===== config.mk =====
export PLATFORM = sky130hd
export DESIGN_NAME = mult_result_stage
export DESIGN_NICKNAME = d
export VERILOG_FILES = /design/src/rtl/mult_pkg.sv /design/src/rtl/skid_buffer.sv /design/src/rtl/mult_result_stage.sv
export SDC_FILE = /design/constraint.sdc
export NUM_CORES = 1
export LEC_CHECK = 0
export ABC_AREA = 1
export CAP_MARGIN = 20
export CORE_MARGIN = 2
export CORE_UTILIZATION = 25
export DETAILED_ROUTE_END_ITERATION = 6
export GPL_TIMING_DRIVEN = 0
export PLACE_DENSITY_LB_ADDON = 0.15
export SETUP_SLACK_MARGIN = 0.1
export SYNTH_ARGS = -nofsm -noshare
export SYNTH_HDL_FRONTEND = slang
export SYNTH_SLANG_ARGS = --single-unit

===== constraint.sdc =====
create_clock -name clk -period 1.5 [get_ports clk]
set_input_delay 0.225 -clock clk [delete_from_list [all_inputs] [get_ports clk]]
set_output_delay 0.225 -clock clk [all_outputs]
set_load 0.02 [all_outputs]

===== src/rtl/mult_pkg.sv =====
// rtl/mult_pkg.sv - shared types and constants for the multiplier result stage
package mult_pkg;

  localparam int unsigned MULT_SIZE = 8;
  localparam int unsigned CNT_W     = 8;
  localparam logic [CNT_W-1:0] CNT_MAX = '1;

  typedef enum logic [1:0] {
    ST_EMPTY = 2'd0,
    ST_ONE   = 2'd1,
    ST_TWO   = 2'd2
  } fifo_state_e;

  typedef struct packed {
    logic [MULT_SIZE-1:0] result;
    logic [MULT_SIZE-1:0] high;
    logic                 ovf;
  } entry_t;

endpackage


===== src/rtl/skid_buffer.sv =====
// rtl/skid_buffer.sv - two-entry FIFO with registered-state ready/valid decode
module skid_buffer
  import mult_pkg::*;
#(
  parameter int WIDTH = 8
) (
  input  logic             clk,
  input  logic             rst_n,
  input  logic             push_valid_i,
  input  logic [WIDTH-1:0] push_data_i,
  output logic             push_ready_o,
  output logic             pop_valid_o,
  output logic [WIDTH-1:0] pop_data_o,
  input  logic             pop_ready_i
);

  fifo_state_e      state_q, state_d;
  logic [WIDTH-1:0] head_q, head_d;
  logic [WIDTH-1:0] tail_q, tail_d;
  logic             push, pop;

  // Both handshakes decode only the state register, so ready never sees pop_ready_i.
  assign push_ready_o = (state_q != ST_TWO);
  assign pop_valid_o  = (state_q != ST_EMPTY);
  assign pop_data_o   = head_q;

  assign push = push_valid_i && push_ready_o;
  assign pop  = pop_valid_o && pop_ready_i;

  always_comb begin
    state_d = state_q;
    head_d  = head_q;
    tail_d  = tail_q;
    unique case (state_q)
      ST_EMPTY: begin
        if (push) begin
          head_d  = push_data_i;
          state_d = ST_ONE;
        end
      end
      ST_ONE: begin
        if (push && pop) begin
          head_d = push_data_i;
        end else if (push) begin
          tail_d  = push_data_i;
          state_d = ST_TWO;
        end else if (pop) begin
          state_d = ST_EMPTY;
        end
      end
      ST_TWO: begin
        if (pop) begin
          head_d  = tail_q;
          state_d = ST_ONE;
        end
      end
      default: state_d = ST_EMPTY;
    endcase
  end

  always_ff @(posedge clk) begin
    if (!rst_n) begin
      state_q <= ST_EMPTY;
      head_q  <= '0;
      tail_q  <= '0;
    end else begin
      state_q <= state_d;
      head_q  <= head_d;
      tail_q  <= tail_d;
    end
  end

endmodule


===== src/rtl/mult_result_stage.sv =====
// rtl/mult_result_stage.sv - formats multiplier products, queues them and counts overflows
module mult_result_stage
  import mult_pkg::*;
#(
  parameter int SIZE = MULT_SIZE
) (
  input  logic              clk,
  input  logic              rst_n,
  input  logic [2*SIZE-1:0] in_product,
  input  logic              in_valid,
  output logic              in_ready,
  input  logic              sat_en,
  output logic [SIZE-1:0]   out_result,
  output logic [SIZE-1:0]   out_high,
  output logic              out_ovf,
  output logic              out_valid,
  input  logic              out_ready,
  output logic [CNT_W-1:0]  ovf_count,
  input  logic              cnt_clr
);

  entry_t            push_entry;
  entry_t            head_entry;
  logic              push;
  logic [CNT_W-1:0]  ovf_count_q, ovf_count_d;

  always_comb begin
    push_entry.high   = in_product[2*SIZE-1:SIZE];
    push_entry.ovf    = |in_product[2*SIZE-1:SIZE];
    push_entry.result = (push_entry.ovf && sat_en) ? '1 : in_product[SIZE-1:0];
  end

  skid_buffer #(
    .WIDTH($bits(entry_t))
  ) u_skid_buffer (
    .clk          (clk),
    .rst_n        (rst_n),
    .push_valid_i (in_valid),
    .push_data_i  (push_entry),
    .push_ready_o (in_ready),
    .pop_valid_o  (out_valid),
    .pop_data_o   (head_entry),
    .pop_ready_i  (out_ready)
  );

  assign push       = in_valid && in_ready;
  assign out_result = head_entry.result;
  assign out_high   = head_entry.high;
  assign out_ovf    = head_entry.ovf;
  assign ovf_count  = ovf_count_q;

  // Clear wins over a same-cycle overflowed push; the count sticks at its maximum.
  always_comb begin
    ovf_count_d = ovf_count_q;
    if (cnt_clr) begin
      ovf_count_d = '0;
    end else if (push && push_entry.ovf && (ovf_count_q != CNT_MAX)) begin
      ovf_count_d = ovf_count_q + 1'b1;
    end
  end

  always_ff @(posedge clk) begin
    if (!rst_n) begin
      ovf_count_q <= '0;
    end else begin
      ovf_count_q <= ovf_count_d;
    end
  end

endmodule


==> impl_metrics.py <==
metrics = {
    "placement": {
        "placement.cell_area_um2": 2950,
        "preCtsSetupSlack_ps": -536,
        "io_buffer_count": 47,
        "numPlacedInstances": 518,
        "gp_routability_congestion": 0.782,
        "detailed_place_hpwl_um": 4470,
    },
    "synthesis": {
        "synth.avg_cell_area_um2": 6.47,
        "syn_area_um2": 2330,
        "ys_ff_latch": 44,
        "synth.net_count": 388,
        "synth-warning-count": 0,
        "seq_area_frac_synth_pct": 37.8,
        "netlist-cell-type-count": 23,
        "post_synth_inst_count": 360,
    },
    "critical_path": {
        "largest_fanout_on_the_critical_path": 7,
        "worst_path_dominant_cell_family": "buffers and inverters",
        "rrSetupSlack_ps": -90,
        "critPathMostFrequentCell": "nand2_4",
        "worst_ep_required_time_ps": 1740,
        "path_class": "flop to flop",
        "slowest_stage_delay_cp_ps": 360,
        "crit_path_cell_trace": "inv_4 -> ha_4 -> buf_6 -> buf_4 -> nand2_4 -> nand3_4 -> buf_12 -> nand2_4 -> nand2_2 -> a21oi_2",
        "crit_path_top_delay_cell": "dfxtp_2",
        "worst_setup_path_start_kind": "flop",
        "endpoint_kind": "flop",
        "cp_data_arrival_time_ps": 1830,
        "buffer_and_inverter_count_on_the_worst_path": 4,
    },
    "route": {
        "detail_route.vias_per_cell": 4.40,
        "routed_wirelength_um": 6970,
        "post-route-drc-count": 0,
        "drt_pre_antenna_iters": 4,
        "detail_route.iter0.violations": 86,
        "route.antenna.remaining_nets": 0,
        "route.detailed.wl_per_inst_um": 12.5,
        "via_count": 2448,
    },
    "die": {
        "std_cell_rows": 35,
        "die-area_um2": 10100,
        "core_area_um2": 9150,
        "initial_cell_density_of_the_core_pct": 25.4,
        "die-width_um": 101,
        "fp.dieH_um": 101,
        "ioPinCount": 49,
    },
    "cts": {
        "cts_hold_repair.buffers": 0,
        "cts_root_buf": "clkbuf_8",
        "clock_latency_ps": 300,
        "cts-buffers-inserted": 5,
        "tritoncts": "done",
        "clkSlewWorstSetupHoldPaths_ps": 90,
        "cts_num_sinks": 44,
        "cts_htree_levels": 2,
        "cts_buffer_depth": 2,
    },
    "global_routing": {
        "wire_length_of_the_first_global_routing_pass_um": 11600,
        "grt_antenna_before_repair": 0,
        "globalRouteOverflowTotal": 0,
        "grtUsageTotal_pct": 14.6,
        "first_global_vias": 2429,
        "pin_count_of_the_biggest_net_entering_global_routing": 14,
    },
    "layout": {
        "num_antenna_cells": 0,
        "mostFrequentLayoutCells": "nand2_1, inv_1, dfxtp_1",
        "layoutNonFillerInstCount": 556,
        "fin_nets": 472,
        "finish.instance_area_um2": 3950,
        "fillerInstances": 947,
        "layout_commonest_cell": "nand2_1",
        "area_growth_syn_to_layout_pct": 69.8,
        "final-seq-area_um2": 891,
        "layout.core_utilization_pct": 43.2,
        "drive_above_1_share_pct": 38.4,
        "multi_input_comb_area_um2": 1640,
    },
    "sta": {
        "clock_skew_ps": 3.50,
        "rsz0062_at_grt": "true",
        "timing.hold.ws_ps": 376,
        "finalMaxSlewViolations": 0,
        "finalHoldViolations": 0,
        "finalCritPeriodShare_pct": 106,
        "max_slew.worst_pin.slew_ps": 580,
        "maxSlewHeadroom_pct": 61.3,
        "postLayoutSetupSlackWorst_ps": -88.3,
        "layout_min_cycle_time_ps": 1590,
        "finalSetupViolCount": 18,
        "fmaxAchievable_ghz": 0.630,
    },
    "job": {
        "max-cap-violations": 0,
    },
    "run_status": {
        "failed_checks": "setup timing",
        "run_status": "finished, violations left",
    },
    "power": {
        "power_per_cell_area_nw_per_um2": 1580,
        "lkg_pwr_nw": 1.86,
        "peakVddDrop_v": 0.000788,
    },
    "worst_hold_path": {
        "hp-class": "input port to flop",
    },
}
[synthesized netlist by cell type]
| cell | n | area [µm²] |
|---|---|---|
| ha_1 | 6 | 75.1 |
| nand3_2 | 2 | 20.0 |
| o21ai_0 | 32 | 160 |
| nand4_1 | 1 | 6.26 |
| nand2_2 | 4 | 25.0 |
| nand3b_1 | 1 | 7.51 |
| o21ai_1 | 5 | 25.0 |
| inv_2 | 3 | 11.3 |
| inv_1 | 57 | 214 |
| a21oi_1 | 28 | 140 |
| clkbuf_1 | 3 | 11.3 |
| inv_4 | 1 | 6.26 |
| dfxtp_1 | 44 | 881 |
| buf_6 | 4 | 45.0 |
| nand2_1 | 91 | 342 |
| nor2_1 | 55 | 206 |
| nand3_1 | 13 | 65.1 |
| nor2_4 | 1 | 11.3 |
| buf_8 | 1 | 15.0 |
| xor2_1 | 2 | 17.5 |
| nand3_4 | 1 | 17.5 |
| buf_2 | 4 | 20.0 |
| nor2_2 | 1 | 6.26 |
[cell families after synthesis]
kind of cell | Yosys count | share of synthesized area (%)
buf+inv | 73 | 13.9
flops | 44 | 37.8
simple gates | 170 | 30.4
fa+ha+maj | 6 | 3.22
compound gates | 65 | 14.0
xor+xnor | 2 | 0.752
[repair_timing]
item,in CTS,in global routing
pin swaps,18,19
buffers inserted,23,4
gates resized for setup,150,74
gates cloned,4,0
endpoints found under the setup margin,71,45
[final cells by class]
| class | instances | share of cell area, % |
|---|---|---|
| buffer | 12 | 2.85 |
| sequential | 44 | 22.5 |
| timing repair buffer | 77 | 20.5 |
| inverter | 61 | 6.42 |
| tap | 111 | 3.51 |
| multi-input combinational | 243 | 41.5 |
| clock buffer | 6 | 1.84 |
| clock inverter | 2 | 0.886 |
[stage by stage]
stage	power [mW]	setup TNS, ps
global route	6.66	-3150
detailed placement	4.09	-14540
CTS	5.92	-930
finish	6.26	-1070
global placement	4.08	-14590
floorplan	3.21	0
[per-layer routing]
layer  global-route usage (%)  part of all wire, %
met4                     4.21                  1.7
met1                     18.0                   46
met5                        0                    0
met2                     25.6                   49
met3                     3.05                  3.0
[final timing paths]
| path | start | to | cells past startpoint |
|---|---|---|---|
| setup / recovery | u_skid_buffer.state_q[0]$_SDFFE_PN0P_ | u_skid_buffer.pop_data_o[9]$_SDFFE_PN0P_ | 10 |
| hold / removal | rst_n | u_skid_buffer.tail_q[5]$_SDFFE_PN0P_ | 3 |
| setup reg to reg | u_skid_buffer.state_q[0]$_SDFFE_PN0P_ | u_skid_buffer.pop_data_o[9]$_SDFFE_PN0P_ | 10 |
| hold reg to reg | u_skid_buffer.pop_data_o[1]$_SDFFE_PN0P_ | u_skid_buffer.pop_data_o[1]$_SDFFE_PN0P_ | 2 |
[state kept, by name, summed over array words and instances (netlist names)]
name	count
u_skid_buffer.tail_q	17
u_skid_buffer.state_q	2
u_skid_buffer.pop_data_o	17
ovf_count	8
[worst min-delay path: stages]
cell and delay [ps]:
clkbuf_1 240, o21ai_2 120, a21oi_1 50
[report_power, final]
group / switching [mW] / internal [mW]
Clock: 0.428 / 0.495
Combinational: 1.91 / 1.64
Sequential: 0.240 / 1.54
(Power assumes the default switching activity.)
